[src/rtl/sram_mbist_march_ctrl.sv]
// March C- BIST controller in front of a 512x32 single-port SRAM; optional failure diagnostics under MBIST_DIAG_EN.
// Latency: 10*DEPTH+1 cycles from accepted start to bist_done; no backpressure, and functional traffic is ignored while busy.
module sram_mbist_march_ctrl #(
  parameter int                    DATA_WIDTH = 32,
  parameter int                    ADDR_WIDTH = 9,
  parameter logic [DATA_WIDTH-1:0] BACKGROUND = {DATA_WIDTH{1'b0}}
) (
  input  logic                  clk0,
  input  logic                  rst0,
  input  logic                  bist_start,
  output logic                  bist_busy,
  output logic                  bist_done,
  output logic                  bist_fail,
  input  logic                  func_csb0,
  input  logic                  func_web0,
  input  logic [ADDR_WIDTH-1:0] func_addr0,
  input  logic [DATA_WIDTH-1:0] func_din0,
  output logic                  sram_csb0,
  output logic                  sram_web0,
  output logic [ADDR_WIDTH-1:0] sram_addr0,
  output logic [DATA_WIDTH-1:0] sram_din0,
  input  logic [DATA_WIDTH-1:0] sram_dout0
`ifdef MBIST_DIAG_EN
  ,
  output logic [ADDR_WIDTH-1:0] diag_fail_addr,
  output logic [2:0]            diag_fail_elem,
  output logic [DATA_WIDTH-1:0] diag_fail_syndrome,
  output logic [15:0]           diag_fail_count
`endif
);

  localparam logic [ADDR_WIDTH-1:0] ADDR_MAX = {ADDR_WIDTH{1'b1}};

  typedef enum logic [1:0] {S_IDLE, S_RUN, S_DRAIN} state_t;

  state_t                state_q, state_d;
  logic [2:0]            elem_q, elem_d;
  logic [ADDR_WIDTH-1:0] addr_q, addr_d;
  logic                  op_q, op_d;
  logic                  drain_q, drain_d;
  logic                  busy_q, busy_d;
  logic                  done_q, done_d;
  logic                  fail_q, fail_d;
  logic                  csb_q, csb_d;
  logic                  web_q, web_d;
  logic [ADDR_WIDTH-1:0] baddr_q, baddr_d;
  logic [DATA_WIDTH-1:0] bdin_q, bdin_d;
  logic                  s1_vld_q, s1_vld_d, s2_vld_q, s2_vld_d;
  logic [DATA_WIDTH-1:0] s1_exp_q, s1_exp_d, s2_exp_q, s2_exp_d;

  logic                  issue, is_read, invert, down, word_last, addr_end, last_op, miscmp;
  logic [DATA_WIDTH-1:0] op_data;

`ifdef MBIST_DIAG_EN
  logic [ADDR_WIDTH-1:0] s1_addr_q, s1_addr_d, s2_addr_q, s2_addr_d;
  logic [2:0]            s1_elem_q, s1_elem_d, s2_elem_q, s2_elem_d;
  logic [ADDR_WIDTH-1:0] dg_addr_q, dg_addr_d;
  logic [2:0]            dg_elem_q, dg_elem_d;
  logic [DATA_WIDTH-1:0] dg_synd_q, dg_synd_d;
  logic [15:0]           dg_cnt_q, dg_cnt_d;
`endif

  always_comb begin
    state_d  = state_q;
    elem_d   = elem_q;
    addr_d   = addr_q;
    op_d     = op_q;
    drain_d  = drain_q;
    done_d   = done_q;
    fail_d   = fail_q;
    csb_d    = csb_q;
    web_d    = web_q;
    baddr_d  = baddr_q;
    bdin_d   = bdin_q;
    s1_vld_d = 1'b0;
    s1_exp_d = s1_exp_q;
    s2_vld_d = s1_vld_q;
    s2_exp_d = s1_exp_q;
    issue    = 1'b0;

    // (elem_q, addr_q, op_q) always points at the next op to issue.
    is_read   = (elem_q != 3'd0) && !op_q;
    word_last = (elem_q == 3'd0) || (elem_q == 3'd5) || op_q;
    down      = (elem_q == 3'd3) || (elem_q == 3'd4);
    addr_end  = down ? (addr_q == '0) : (addr_q == ADDR_MAX);
    last_op   = (elem_q == 3'd5) && addr_end;
    if ((elem_q == 3'd1) || (elem_q == 3'd3))
      invert = op_q;
    else if ((elem_q == 3'd2) || (elem_q == 3'd4))
      invert = !op_q;
    else
      invert = 1'b0;
    op_data = invert ? ~BACKGROUND : BACKGROUND;

`ifdef MBIST_DIAG_EN
    s1_addr_d = addr_q;
    s1_elem_d = elem_q;
    s2_addr_d = s1_addr_q;
    s2_elem_d = s1_elem_q;
    dg_addr_d = dg_addr_q;
    dg_elem_d = dg_elem_q;
    dg_synd_d = dg_synd_q;
    dg_cnt_d  = dg_cnt_q;
`endif

    case (state_q)
      S_IDLE: begin
        if (bist_start) begin
          issue   = 1'b1;
          state_d = S_RUN;
          done_d  = 1'b0;
          fail_d  = 1'b0;
`ifdef MBIST_DIAG_EN
          dg_addr_d = '0;
          dg_elem_d = '0;
          dg_synd_d = '0;
          dg_cnt_d  = '0;
`endif
        end
      end
      S_RUN: begin
        issue = 1'b1;
        if (last_op) begin
          state_d = S_DRAIN;
          drain_d = 1'b0;
        end
      end
      S_DRAIN: begin
        csb_d   = 1'b1;
        web_d   = 1'b1;
        drain_d = 1'b1;
        if (drain_q) begin
          state_d = S_IDLE;
          done_d  = 1'b1;
        end
      end
      default: state_d = S_IDLE;
    endcase

    if (issue) begin
      csb_d    = 1'b0;
      web_d    = is_read;
      baddr_d  = addr_q;
      bdin_d   = op_data;
      s1_vld_d = is_read;
      s1_exp_d = op_data;
      if (!word_last) begin
        op_d = 1'b1;
      end else begin
        op_d = 1'b0;
        if (last_op) begin
          elem_d = '0;
          addr_d = '0;
        end else if (!addr_end) begin
          addr_d = down ? addr_q - 1'b1 : addr_q + 1'b1;
        end else begin
          elem_d = elem_q + 3'd1;
          addr_d = ((elem_q == 3'd2) || (elem_q == 3'd3)) ? ADDR_MAX : '0;
        end
      end
    end

    // Case inequality so an X on the read bus also counts as a miscompare in simulation.
    miscmp = s2_vld_q && (sram_dout0 !== s2_exp_q);
    if (miscmp) begin
      fail_d = 1'b1;
`ifdef MBIST_DIAG_EN
      if (dg_cnt_q == 16'h0000) begin
        dg_addr_d = s2_addr_q;
        dg_elem_d = s2_elem_q;
        dg_synd_d = sram_dout0 ^ s2_exp_q;
      end
      if (dg_cnt_q != 16'hFFFF)
        dg_cnt_d = dg_cnt_q + 16'd1;
`endif
    end

    busy_d = (state_d != S_IDLE);
  end

  always_ff @(posedge clk0 or posedge rst0) begin
    if (rst0) begin
      state_q  <= S_IDLE;
      elem_q   <= '0;
      addr_q   <= '0;
      op_q     <= 1'b0;
      drain_q  <= 1'b0;
      busy_q   <= 1'b0;
      done_q   <= 1'b0;
      fail_q   <= 1'b0;
      csb_q    <= 1'b1;
      web_q    <= 1'b1;
      baddr_q  <= '0;
      bdin_q   <= '0;
      s1_vld_q <= 1'b0;
      s1_exp_q <= '0;
      s2_vld_q <= 1'b0;
      s2_exp_q <= '0;
`ifdef MBIST_DIAG_EN
      s1_addr_q <= '0;
      s1_elem_q <= '0;
      s2_addr_q <= '0;
      s2_elem_q <= '0;
      dg_addr_q <= '0;
      dg_elem_q <= '0;
      dg_synd_q <= '0;
      dg_cnt_q  <= '0;
`endif
    end else begin
      state_q  <= state_d;
      elem_q   <= elem_d;
      addr_q   <= addr_d;
      op_q     <= op_d;
      drain_q  <= drain_d;
      busy_q   <= busy_d;
      done_q   <= done_d;
      fail_q   <= fail_d;
      csb_q    <= csb_d;
      web_q    <= web_d;
      baddr_q  <= baddr_d;
      bdin_q   <= bdin_d;
      s1_vld_q <= s1_vld_d;
      s1_exp_q <= s1_exp_d;
      s2_vld_q <= s2_vld_d;
      s2_exp_q <= s2_exp_d;
`ifdef MBIST_DIAG_EN
      s1_addr_q <= s1_addr_d;
      s1_elem_q <= s1_elem_d;
      s2_addr_q <= s2_addr_d;
      s2_elem_q <= s2_elem_d;
      dg_addr_q <= dg_addr_d;
      dg_elem_q <= dg_elem_d;
      dg_synd_q <= dg_synd_d;
      dg_cnt_q  <= dg_cnt_d;
`endif
    end
  end

  assign bist_busy  = busy_q;
  assign bist_done  = done_q;
  assign bist_fail  = fail_q;
  assign sram_csb0  = busy_q ? csb_q   : func_csb0;
  assign sram_web0  = busy_q ? web_q   : func_web0;
  assign sram_addr0 = busy_q ? baddr_q : func_addr0;
  assign sram_din0  = busy_q ? bdin_q  : func_din0;

`ifdef MBIST_DIAG_EN
  assign diag_fail_addr     = dg_addr_q;
  assign diag_fail_elem     = dg_elem_q;
  assign diag_fail_syndrome = dg_synd_q;
  assign diag_fail_count    = dg_cnt_q;
`endif

endmodule

[config.mk]
export PLATFORM = sky130hd
export DESIGN_NAME = sram_mbist_march_ctrl
export DESIGN_NICKNAME = d
export VERILOG_FILES = /design/src/rtl/sram_mbist_march_ctrl.sv
export SDC_FILE = /design/constraint.sdc
export NUM_CORES = 1
export LEC_CHECK = 0
export ABC_AREA = 1
export CAP_MARGIN = 20
export CORE_MARGIN = 5
export CORE_UTILIZATION = 38
export DETAILED_ROUTE_END_ITERATION = 8
export PLACE_DENSITY_LB_ADDON = 0.2
export SETUP_SLACK_MARGIN = 0.05
export SLEW_MARGIN = 20
export SYNTH_ARGS = -nofsm -noshare
export SYNTH_HDL_FRONTEND = slang
export SYNTH_SLANG_ARGS = --single-unit
[constraint.sdc]
create_clock -name clk0 -period 2 [get_ports clk0]
set_clock_uncertainty 0.1 [all_clocks]
set_input_delay 0.4 -clock clk0 [delete_from_list [all_inputs] [get_ports clk0]]
set_output_delay 0.4 -clock clk0 [all_outputs]
set_load 0.02 [all_outputs]
### Yosys cells after proc, flatten, opt, wreduce, memory -nomap -nowiden

Cells that the tools add are included.

| operators by class | value |
|---|---|
| add/sub/neg operators | 3 |
| equal/unequal tests | 12 |
| multiplexer cells | 32 |
| reduce and logical (&&, ||, !) cells | 26 |

Operators with widths:

| operator | count |
|---|---|
| 32-bit 2-to-1 mux | 2 |
| 9-bit 2-to-1 mux | 5 |
| 32-bit case inequality test | 1 |
| 1-bit 2-to-1 mux | 16 |
| 2-bit nonzero test | 7 |
| 9-bit by 1-bit adder with 9-bit output, second input constant | 1 |
| 9-bit == test, second input constant | 1 |
| 9-bit logical NOT | 1 |
| 9-bit by 1-bit subtractor with 9-bit output, second input constant | 1 |
| 3-bit by 2-bit == test with 1-bit output, second input constant | 2 |
| 3-bit == test, second input constant | 2 |
| 1-bit logical OR | 6 |
| 2-bit 2-to-1 mux | 3 |
| 3-bit 2-to-1 mux | 2 |
| 2-bit inequality test, second input constant | 3 |
| 1-bit one-hot mux with 2 select lines | 3 |
| 2-bit one-hot mux with 3 select lines | 1 |
| 2-bit AND reduction | 3 |
| 3-bit AND reduction | 2 |
| 3-bit by 1-bit adder with 3-bit output, second input constant | 1 |
| 3-bit by 1-bit == test with 1-bit output, second input constant | 1 |
| 1-bit logical AND | 3 |
| 3-bit logical NOT | 1 |
| 3-bit nonzero test | 1 |
| other kinds (4) | 4 |

| word-level totals | value |
|---|---|
| register bits | 96 |
| input bits | 78 |

### Longest topological paths before layout

Gate-level depths: netlist of the first run.

| depth | value |
|---|---|
| word-level depth | 7 |
| depth in mapped cells | 15 |
| depth with buffers taken out | 15 |

### Least setup slack after synthesis of the first run

OpenSTA, ideal clock, no wires.

| path | value |
|---|---|
| path type | register -> register |
| start point | reg elem_q[0] |
| end point | reg addr_q[8] |
| data arrival time | 1.890 ns |
| required time | 1.784 ns |
| setup slack | -0.106 ns |
| stages on the path, launching flop included | 16 |
| cell sequence | dfrtp_1 -> inv_1 -> ha_1 -> inv_1 -> nand2_1 -> nand2_2 -> inv_1 -> fa_1 -> nand3_1 -> nand2_1 -> nand2_1 -> nand2_1 -> nand2_1 -> nand3_1 -> nand2_1 -> nand2_1 |

| on the way | value |
|---|---|
| cells in the longest elaborated chain, start to end | 5 |

Ends and longest elaborated chain:

| what | line | text |
|---|---|---|
| start, declared | 37 | `logic [2:0] elem_q, elem_d;` |
| start signal, assigned | 211 | `elem_q <= elem_d;` |
| 3-bit by 2-bit == test with 1-bit output (tied with other cells) | 84, 158 |  |
| 1-bit logical OR, on equally long branches | 84, 158 |  |
| 9-bit 2-to-1 mux (tied with other cells) | 155 | `addr_d = down ? addr_q - 1'b1 : addr_q + 1'b1;` |
| 9-bit 2-to-1 mux or 1-bit logical AND (tied branches) | 154, 86 |  |
| 9-bit 2-to-1 mux | 151 | `if (last_op) begin` |
| end signal, assigned | 212 | `addr_q <= addr_d;` |
| end, declared | 38 | `logic [ADDR_WIDTH-1:0] addr_q, addr_d;` |

Several ways; a longest one is shown, not always the timed one.
A chain may end at the register's enable or synchronous reset.

### Worst setup path after layout of the first run

| path | value |
|---|---|
| start point | reg elem_q[1] |
| end point | reg addr_q[2] |

Same word-level chain as after synthesis.

==> results_dict.tcl, run 1 <==
set metrics [dict create \
    overflow 0 \
    netlist_top_cells_area "dfrtp_1 (30%), nand2_1 (19%), inv_1 (10%)" \
    gp_congestion 0.878 \
    holdPathStages 0 \
    critical_path_class "reg -> reg" \
    htreeDepth 2 \
    rr_worst_depth 11 \
    die_w_um 93.5 \
    synthArstFlopShare 1.00 \
    min_to "s2_vld_q" \
    rsz0062_at_grt "yes" \
    cts_tree "done" \
    yosysMostFrequentCell "nand2_1" \
    cp-start-kind "register" \
    hold_viol_final 0 \
    insertion_delay_ns 0.29 \
    arrival_ns 2.12 \
    ys_ff_latch 34 \
    synth_top_area_frac 0.302 \
    port_buffers 123 \
    synth_fp_nets 498 \
    cp_data_required_time_ns 2.08 \
    postSynthAreaPerCell_sq_um 6.51 \
    ys.flop_type "dfrtp_1" \
    wl_um 9350 \
    cp_cell_sequence "ha_2 > inv_2 > nand2_2 > nand2_4 > inv_8 > fa_2 > buf_4 > xnor2_2 > nand2_1 > nand2_1 > nand2_1" \
    leakage_uw 0.00240 \
    clk_path_buf_depth 2 \
    rr_startpoint "elem_q[1]" \
    vias 3036 \
    nets 647 \
    setup_viol 3 \
    post-synth-top-area-cell "dfrtp_1" \
    end_kind "register" \
    initial_utilization 0.390 \
    slowest_stage "dfrtp_1" \
    rows 30 \
    worstMarginPinSlew_ns 0.407 \
    io_pins 124 \
    syn_inst 407 \
    grt_start_max_net_pins 42 \
    grt_util_all_layers 0.194 \
    path_clk_slew_ns 0.07 \
    drive_gt1_frac 0.242 \
    drt-initial-drc-count 171 \
    drc_errors 0 \
    core_sq_mm 0.00679 \
    viasPerCell 4.65 \
    synth_edf_count 0 \
    area_growth_pct 65.5 \
    cts_root_buf "clkbuf_8" \
    r2r_slack_ns -0.04 \
    period_share 1.02 \
    first_pass_iters 4 \
    dieArea_sq_mm 0.00875 \
    slew_viol_final 0 \
    ys_seq_area_frac 0.322 \
    grt_pass1_vias 2742 \
    diodes 0 \
    relSlewSlack 0.728 \
    worstReg2RegEnd "addr_q[2]" \
    synth_commonest_cells "nand2_1 (135), inv_1 (74), o21ai_0 (41)" \
    synth_cell_types 27 \
    max_stage_delay_ns 0.42 \
    power_uw 2790 \
    max_freq_ghz 0.490 \
    worst_slack_ns -0.0394 \
    cts_buffers 5 \
    clkSinkCount 34 \
    ir_drop_v 0.000386 \
    power.density_mw_per_mm2 636 \
    routedWlPerCell_um 14.3 \
    fp.dieH_um 93.5 \
    hold_path.startpoint "s1_vld_q" \
    cp_max_fo 8 \
    utilization 0.646 \
    violations "setup timing" \
    crit_top_cell "nand2_1" \
    status "finished with violations" \
    antenna_found_initial 0 \
    ctsHoldBuffers 0 \
    grt_first_pass_wirelength_um 13600 \
    dp_hpwl_um 6900 \
    hp-class "reg -> reg" \
    synth_warnings 0 \
    fin_crit_ns 2.04 \
    drt.antenna.violating_nets 0 \
    syn_area_sq_mm 0.00265 \
    maxCapViolCount 0 \
]
## routing by layer
layer / global-route usage / part of all wire
met4: 0.0469 / 0.017
met2: 0.324 / 0.47
met3: 0.0451 / 0.073
met5: 0 / 0
met1: 0.254 / 0.44
## kinds of logic (layout without fill, tap and decap cells)
family | count (synthesis) | count (layout) | synth area share
AO/OA/AOI/OAI | 51 | 52 | 0.105
XOR/XNOR | 3 | 3 | 0.00991
adder cells (fa/ha/maj) | 13 | 13 | 0.0642
buffers and inverters | 89 | 237 | 0.130
flip-flops | 34 | 34 | 0.322
multiplexers | 10 | 10 | 0.0425
AND/OR/NAND/NOR | 207 | 208 | 0.327
## critical path, delay by kind of cell (launching register included)
family,cells,cell delay (ns)
simple gates,5,0.40
xor+xnor,1,0.13
fa+ha+maj,2,0.60
flops,1,0.42
buf+inv,3,0.28
## layout by cell type (no fill, tap or decap), types with 3 or more instances in the layout
cell type        synthesis  routed
clkbuf_8                 0       6
ha_4                     0       7
o21ai_1                  0      11
o21ai_0                 41      30
mux2_2                  10      10
inv_2                    4       8
dfrtp_1                 32      31
buf_4                    0      31
clkdlybuf4s50_1          0      79
nor3_1                   5       5
nand4_1                  4       4
nand2_2                  5       6
a21oi_2                  0       3
nand2_1                135     127
ha_1                    12       4
nand3_1                 18      17
nand2_4                  1       8
buf_12                   0       3
nand3b_1                 4       4
buf_2                    2      29
nor2_1                  30      30
clkbuf_16                0       3
a21oi_1                  8       5
inv_1                   74      68
## flip-flops by register name, summed over array words and instances (netlist names), 2 cells and up
register	count
addr_q	9
elem_q	3
state_q	2
baddr_q	9
## repair_timing
| item | CTS | global route |
|---|---|---|
| endpoints found under the setup margin | 50 | 51 |
| cloned | 0 | 5 |
| setup buffers | 5 | 7 |
| resized for setup | 80 | 165 |
| pin swaps | 3 | 6 |
## through the flow
step | cells | hold slack [ns] | worst slack [ns] | setup TNS, ns | cell area (sq um)
5_1_grt | 653 | 0.255 | -0.165 | -1.03 | 4390
2_1_floorplan | 407 | 0.231 | 0.0596 | 0 | 2760
6_report | 653 | 0.247 | -0.0394 | -0.0757 | 4390
3_3_place_gp | 628 | 0.237 | -0.198 | -5.46 | 4190
3_5_place_dp | 628 | 0.235 | -0.169 | -6.01 | 4190
4_1_cts | 641 | 0.248 | -0.0312 | -0.0452 | 4290
## cell type report
| class | instances | area (sq um) |
|---|---|---|
| inverter | 78 | 305 |
| fill | 594 | 2410 |
| sequential | 34 | 855 |
| clock buffer | 8 | 90.1 |
| multi-input combinational | 286 | 1660 |
| timing repair buffer | 151 | 1350 |
| tap | 96 | 120 |
## worst max-delay path by stage
stage / startpoint / end / depth (start not counted)
floorplan: elem_q[0] / addr_q[8] / 15
detailed placement: func_din0[5] / sram_din0[5] / 4
finish: elem_q[1] / addr_q[2] / 11
CTS: bist_busy / sram_web0 / 3
global placement: func_din0[20] / sram_din0[20] / 4
global route: elem_q[1] / addr_q[6] / 14
## where the power goes
part | leakage, uW | internal, uW | switching, uW
combinational | 0.00192 | 637 | 628
sequential | 0.000438 | 826 | 183
clock | 0.0000455 | 280 | 236
total | 0.00240 | 1740 | 1050
No activity file was read; power rests on OpenSTA's default activity.
==> run 2, diff against run 1 <==
--- a/config.mk
+++ b/config.mk
@@ -7,8 +7,10 @@
 export LEC_CHECK = 0
 export ABC_AREA = 1
 export CAP_MARGIN = 20
+export CELL_PAD_IN_SITES_DETAIL_PLACEMENT = 0
+export CELL_PAD_IN_SITES_GLOBAL_PLACEMENT = 1
 export CORE_MARGIN = 5
-export CORE_UTILIZATION = 38
+export CORE_UTILIZATION = 25
 export DETAILED_ROUTE_END_ITERATION = 8
 export PLACE_DENSITY_LB_ADDON = 0.2
 export SETUP_SLACK_MARGIN = 0.05
==> run 2 against run 1 <==
Effect of this change: the flow now finishes without violations; non-clock buffer count is 5 higher; setup slack better by 0.065 ns; largest cell class unchanged; sequential power is essentially flat; via count down 1.1%; hold slack gained 0.0029 ns; final cell count increased by 6.6%; sequential share of layout area is 0.57 points lower; critical path depth decreased by 7; clock-buffer cell count decreased by 1; core utilization down 21 points; largest power group unchanged; clock power rose by 3%.
==> results_dict.tcl, run 2 (same netlist as run 1, synthesis figures left out) <==
set metrics [dict create \
    cp_max_fo 16 \
    critical_path_class "reg -> out" \
    grt_first_pass_wirelength_um 14400 \
    area_growth_pct 70.5 \
    wl_um 9550 \
    dp_hpwl_um 7050 \
    period_share 0.987 \
    initial_utilization 0.257 \
    rsz0062_at_grt "yes" \
    ctsHoldBuffers 0 \
    cts_buffers 5 \
    cts_root_buf "clkbuf_8" \
    hold_viol_final 0 \
    grt_start_max_net_pins 43 \
    cp_cell_sequence "nand2_4 > clkbuf_16 > o21ai_0 > clkdlybuf4s15_1" \
    drc_errors 0 \
    whs_ns 0.250 \
    drive_gt1_frac 0.259 \
    cts_tree "done" \
    seq_area_sq_um 855 \
    grt_pass1_vias 2801 \
    diodes 0 \
    final_cell_mix "nand2_1 (126), clkdlybuf4s50_1 (79), inv_1 (67)" \
    clk_path_buf_depth 2 \
    worst_slack_ns 0.0261 \
    viasPerCell 4.31 \
    slowest_stage "dfrtp_2" \
    cp_num_buf_inv 2 \
    io_pins 124 \
    insertion_delay_ns 0.29 \
    end_kind "output pin" \
    hp-class "reg -> reg" \
    path_clk_slew_ns 0.07 \
    slew_viol_final 0 \
    grt_util_all_layers 0.138 \
    fp.dieH_um 113 \
    core_sq_mm 0.0103 \
    pre_cts_ws_ns -0.241 \
    cp-start-kind "register" \
    setup_viol 0 \
    overflow 0 \
    max_freq_ghz 0.507 \
    maxCapViolCount 0 \
    dieArea_sq_mm 0.0128 \
    power.density_mw_per_mm2 649 \
    cp_data_required_time_ns 1.50 \
    leakage_uw 0.00242 \
    htreeDepth 2 \
    drt-initial-drc-count 148 \
    antenna_found_initial 0 \
    status "completed" \
    layout.cells.most_common "nand2_1" \
    worstMarginPinSlew_ns 0.465 \
    path_delay_family "buffers and inverters" \
    multi_input_area_sq_mm 0.00166 \
    max_stage_delay_ns 0.50 \
    gp_congestion 0.824 \
    relSlewSlack 0.690 \
    reg.largest.list "addr_q (9), baddr_q (9), elem_q (3)" \
    arrival_ns 1.47 \
    clkSinkCount 34 \
    rows 37 \
    ir_drop_v 0.000296 \
    vias 3003 \
    drt.antenna.violating_nets 0 \
    nFillCells 1061 \
    routedWlPerCell_um 13.7 \
    port_buffers 123 \
    nets 650 \
    die_w_um 113 \
    first_pass_iters 4 \
    fin_crit_ns 1.97 \
]
-- run 2: cell count changes in the layout (fill, tap and decap cells not counted), sizes merged --
cell           before  now
dlygate4sd2         2    1
clkbuf             13   29
buf                65   53
nand2             142  141
clkdlybuf4s15       0    1
a21oi              10    9
clkinv              0    1
-- run 2: report_power, final --
part | switching (uW) | total (uW) | internal, uW
logic | 621 | 1360 | 740
registers | 212 | 1040 | 826
clock network | 257 | 535 | 278
-- run 2: worst register-to-register path, delay by kind of cell (launching register included) --
family	cells	cell delay (ns)
buffers and inverters	6	0.61
and+or+nand+nor	6	0.45
DFF	1	0.40
AOI/OAI and AO/OA	1	0.22
adders and majority gates	1	0.16
-- run 2: what timing repair did --
| action | CTS | global route |
|---|---|---|
| setup endpoints to repair | 52 | 55 |
| setup buffers | 6 | 4 |
| resized for setup | 92 | 159 |
| cloned | 0 | 4 |
| pin swaps | 16 | 7 |
-- run 2: layout make-up --
cell class / instances / share of cell area
multi-input combinational: 284 / 0.366
timing repair buffer: 156 / 0.320
sequential: 34 / 0.189
inverter: 78 / 0.0664
tap: 136 / 0.0376
clock buffer: 7 / 0.0191
clock inverter: 1 / 0.00111
-- run 2: worst paths after layout --
path | from | endpoint | slack [ns] | cells past startpoint
worst max-delay path | bist_busy | sram_din0[9] | 0.03 | 4
worst min-delay path | s1_vld_q | s2_vld_q | 0.25 | 0
worst max register to register | elem_q[0] | addr_q[4] | 0.03 | 14
worst min register to register | s1_vld_q | s2_vld_q | 0.25 | 0
max in group asynchronous | rst0 | web_q | 1.01 | 3
min in group asynchronous | rst0 | baddr_q[0] | 0.43 | 3
-- run 2: routing by layer --
layer | up-vias | GRT usage | routed length [um]
met2 | 92 | 0.225 | 4200
met4 | 0 | 0.0264 | 76
met1 | 1352 | 0.190 | 4660
met5 | - | 0 | 0
li1 | 1554 | - | -
met3 | 5 | 0.0316 | 605
-- run 2: through the flow --
step	TNS, ns	instance area, sq um	cells	power [uW]	util
floorplan	0	2760	407	1700	-
global placement	-6.22	4270	674	2290	0.414
detailed placement	-6.59	4270	674	2310	0.414
CTS	-0.0358	4410	688	2830	0.427
global route	-0.807	4520	696	3160	0.438
finish	0	4520	696	2930	0.438
==> RTL edit, RTL diff (flow settings as in run 2) <==
Register the outputs `sram_csb0`, `sram_web0`, `sram_addr0` and `sram_din0`, without a reset; this adds one clock of latency there. The other outputs are not delayed to match.
--- a/src/rtl/sram_mbist_march_ctrl.sv
+++ b/src/rtl/sram_mbist_march_ctrl.sv
@@ -240,8 +240,10 @@
   assign bist_done  = done_q;
   assign bist_fail  = fail_q;
-  assign sram_csb0  = busy_q ? csb_q   : func_csb0;
-  assign sram_web0  = busy_q ? web_q   : func_web0;
-  assign sram_addr0 = busy_q ? baddr_q : func_addr0;
-  assign sram_din0  = busy_q ? bdin_q  : func_din0;
+  always_ff @(posedge clk0) begin
+    sram_csb0  <= busy_q ? csb_q   : func_csb0;
+    sram_web0  <= busy_q ? web_q   : func_web0;
+    sram_addr0 <= busy_q ? baddr_q : func_addr0;
+    sram_din0  <= busy_q ? bdin_q  : func_din0;
+  end
 
 `ifdef MBIST_DIAG_EN
Formal check against the unedited RTL: not equivalent (a bounded check fails within 4 cycles, from zero or initial values and one cycle with rst0 high).
==> RTL edit against run 2 <==
Power grew 69%; synthesized area grew 34%; hold slack gained 0.0024 ns; synthesized cell count grew 13%; sequential cell count grew 43; routed wire length grew 3.0%; global-route usage shrank 1.9 points; cell area grew 24%; sequential power grew 91%; worst setup slack gained 0.00073 ns; clock power grew to 3.1 times the old value; critical endpoint is now addr_q[5]; largest cell class is now flip-flops and latches.
==> RTL edit: results <==
[yosys]
synth.area.mux_share_pct = 3.18
syn_nets = 549
synth_compound_area_share_pct = 8.20
ys.flop_type = "dfxtp_1"
ys_types = 28
yosysSeqAreaShare_pct = 48.4
synthArstFlopShare_pct = 44.2
yosys-top-cells-area = "dfxtp_1, dfrtp_1, nand2_1"
synth-adder-area-share_pct = 4.81

[grt]
grt_pass1_wl_um = 15700
grt_use_met2_pct = 19.3
track_usage_pct = 11.9
grt_max_degree = 46
use_met3_pct = 2.80
grt_pass1_vias = 3130

[timing]
slew_headroom_pct = 71.8

[place]
pre_cts_ws_ns = -0.0548
hpwl_um = 7490
dp_cells = 758
dpl_cell_area_um2 = 5140
place.gp.congestion = 0.805

[layout]
instances_no_fill = 784
fill_cells = 1403
num-nets-final = 690
layout-drive-gt1-share_pct = 15.1

[critical_path]
worstPathMaxFanout = 5
cp_slowest_cell = "dfrtp_1"
arrival_ns = 2.11
cp_top_family = "simple AND/OR/NAND/NOR gates"

[cts]
clk-insertion-delay-late_ns = 0.34
cts_buffers = 9
cts-htree-levels = 3
cts-root-buf = "clkbuf_16"

[power]
p_leak_nw = 2.65
power.switching_mw = 1.51

[detailed_routing]
drtIter0Drc = 123
drt-total-wl_um = 9840
vias = 3246

[run_status]
status = "finished, final reports clean"
[RTL edit: changes by cell type in the layout (fill, tap and decap cells not counted), sizes merged, moves of 5 or more]
| cell | delta |
|---|---|
| clkdlybuf4s50 | +44 |
| dfxtp | +43 |
| buf | -36 |
| clkbuf | -20 |
| inv | +7 |
| nor2 | +5 |
[RTL edit: final timing paths]
kind                       startpoint   endpoint  slack [ns]
hold reg to reg              s1_vld_q   s2_vld_q        0.25
hold / removal               s1_vld_q   s2_vld_q        0.25
max in group asynchronous        rst0      web_q        1.21
setup reg to reg            elem_q[0]  addr_q[5]        0.03
setup / recovery            elem_q[0]  addr_q[5]        0.03
min in group asynchronous        rst0  addr_q[5]        0.33
[RTL edit: area by class of cell]
cell class / instances / area, um2 / area share, %
Multi-Input combinational cell: 291 / 1660 / 29.7
Timing Repair inverter: 1 / 8.76 / 0.157
Sequential cell: 77 / 1710 / 30.7
Inverter: 79 / 304 / 5.44
Clock buffer: 9 / 225 / 4.03
Timing Repair Buffer: 140 / 1370 / 24.5
Clock inverter: 7 / 78.8 / 1.41
Tap cell: 180 / 225 / 4.03
[RTL edit: power groups by stage]
stage                     clock (mW)  combinational [mW]  sequential [mW]
after floorplan                    0               0.604             2.10
after global placement             0                1.25             2.03
after detailed placement           0                1.26             2.03
after CTS                       1.74                1.29             2.00
after global routing            1.80                1.43             2.03
final                           1.68                1.28             1.99
[RTL edit: timing repair]
| item | 4_1_cts | 5_1_grt |
|---|---|---|
| cloned | 1 | 0 |
| gates resized for setup | 11 | 6 |
| hold buffers | 0 | 0 |
| pin swaps | 10 | 6 |
| buffers inserted | 7 | 2 |
| setup endpoints to repair | 6 | 7 |
[RTL edit: per-layer routing]
layer,share of wire [%],vias up
li1,-,1695
met1,47,1453
met2,46,91
met3,6.2,7
met4,0.84,0
met5,0,-
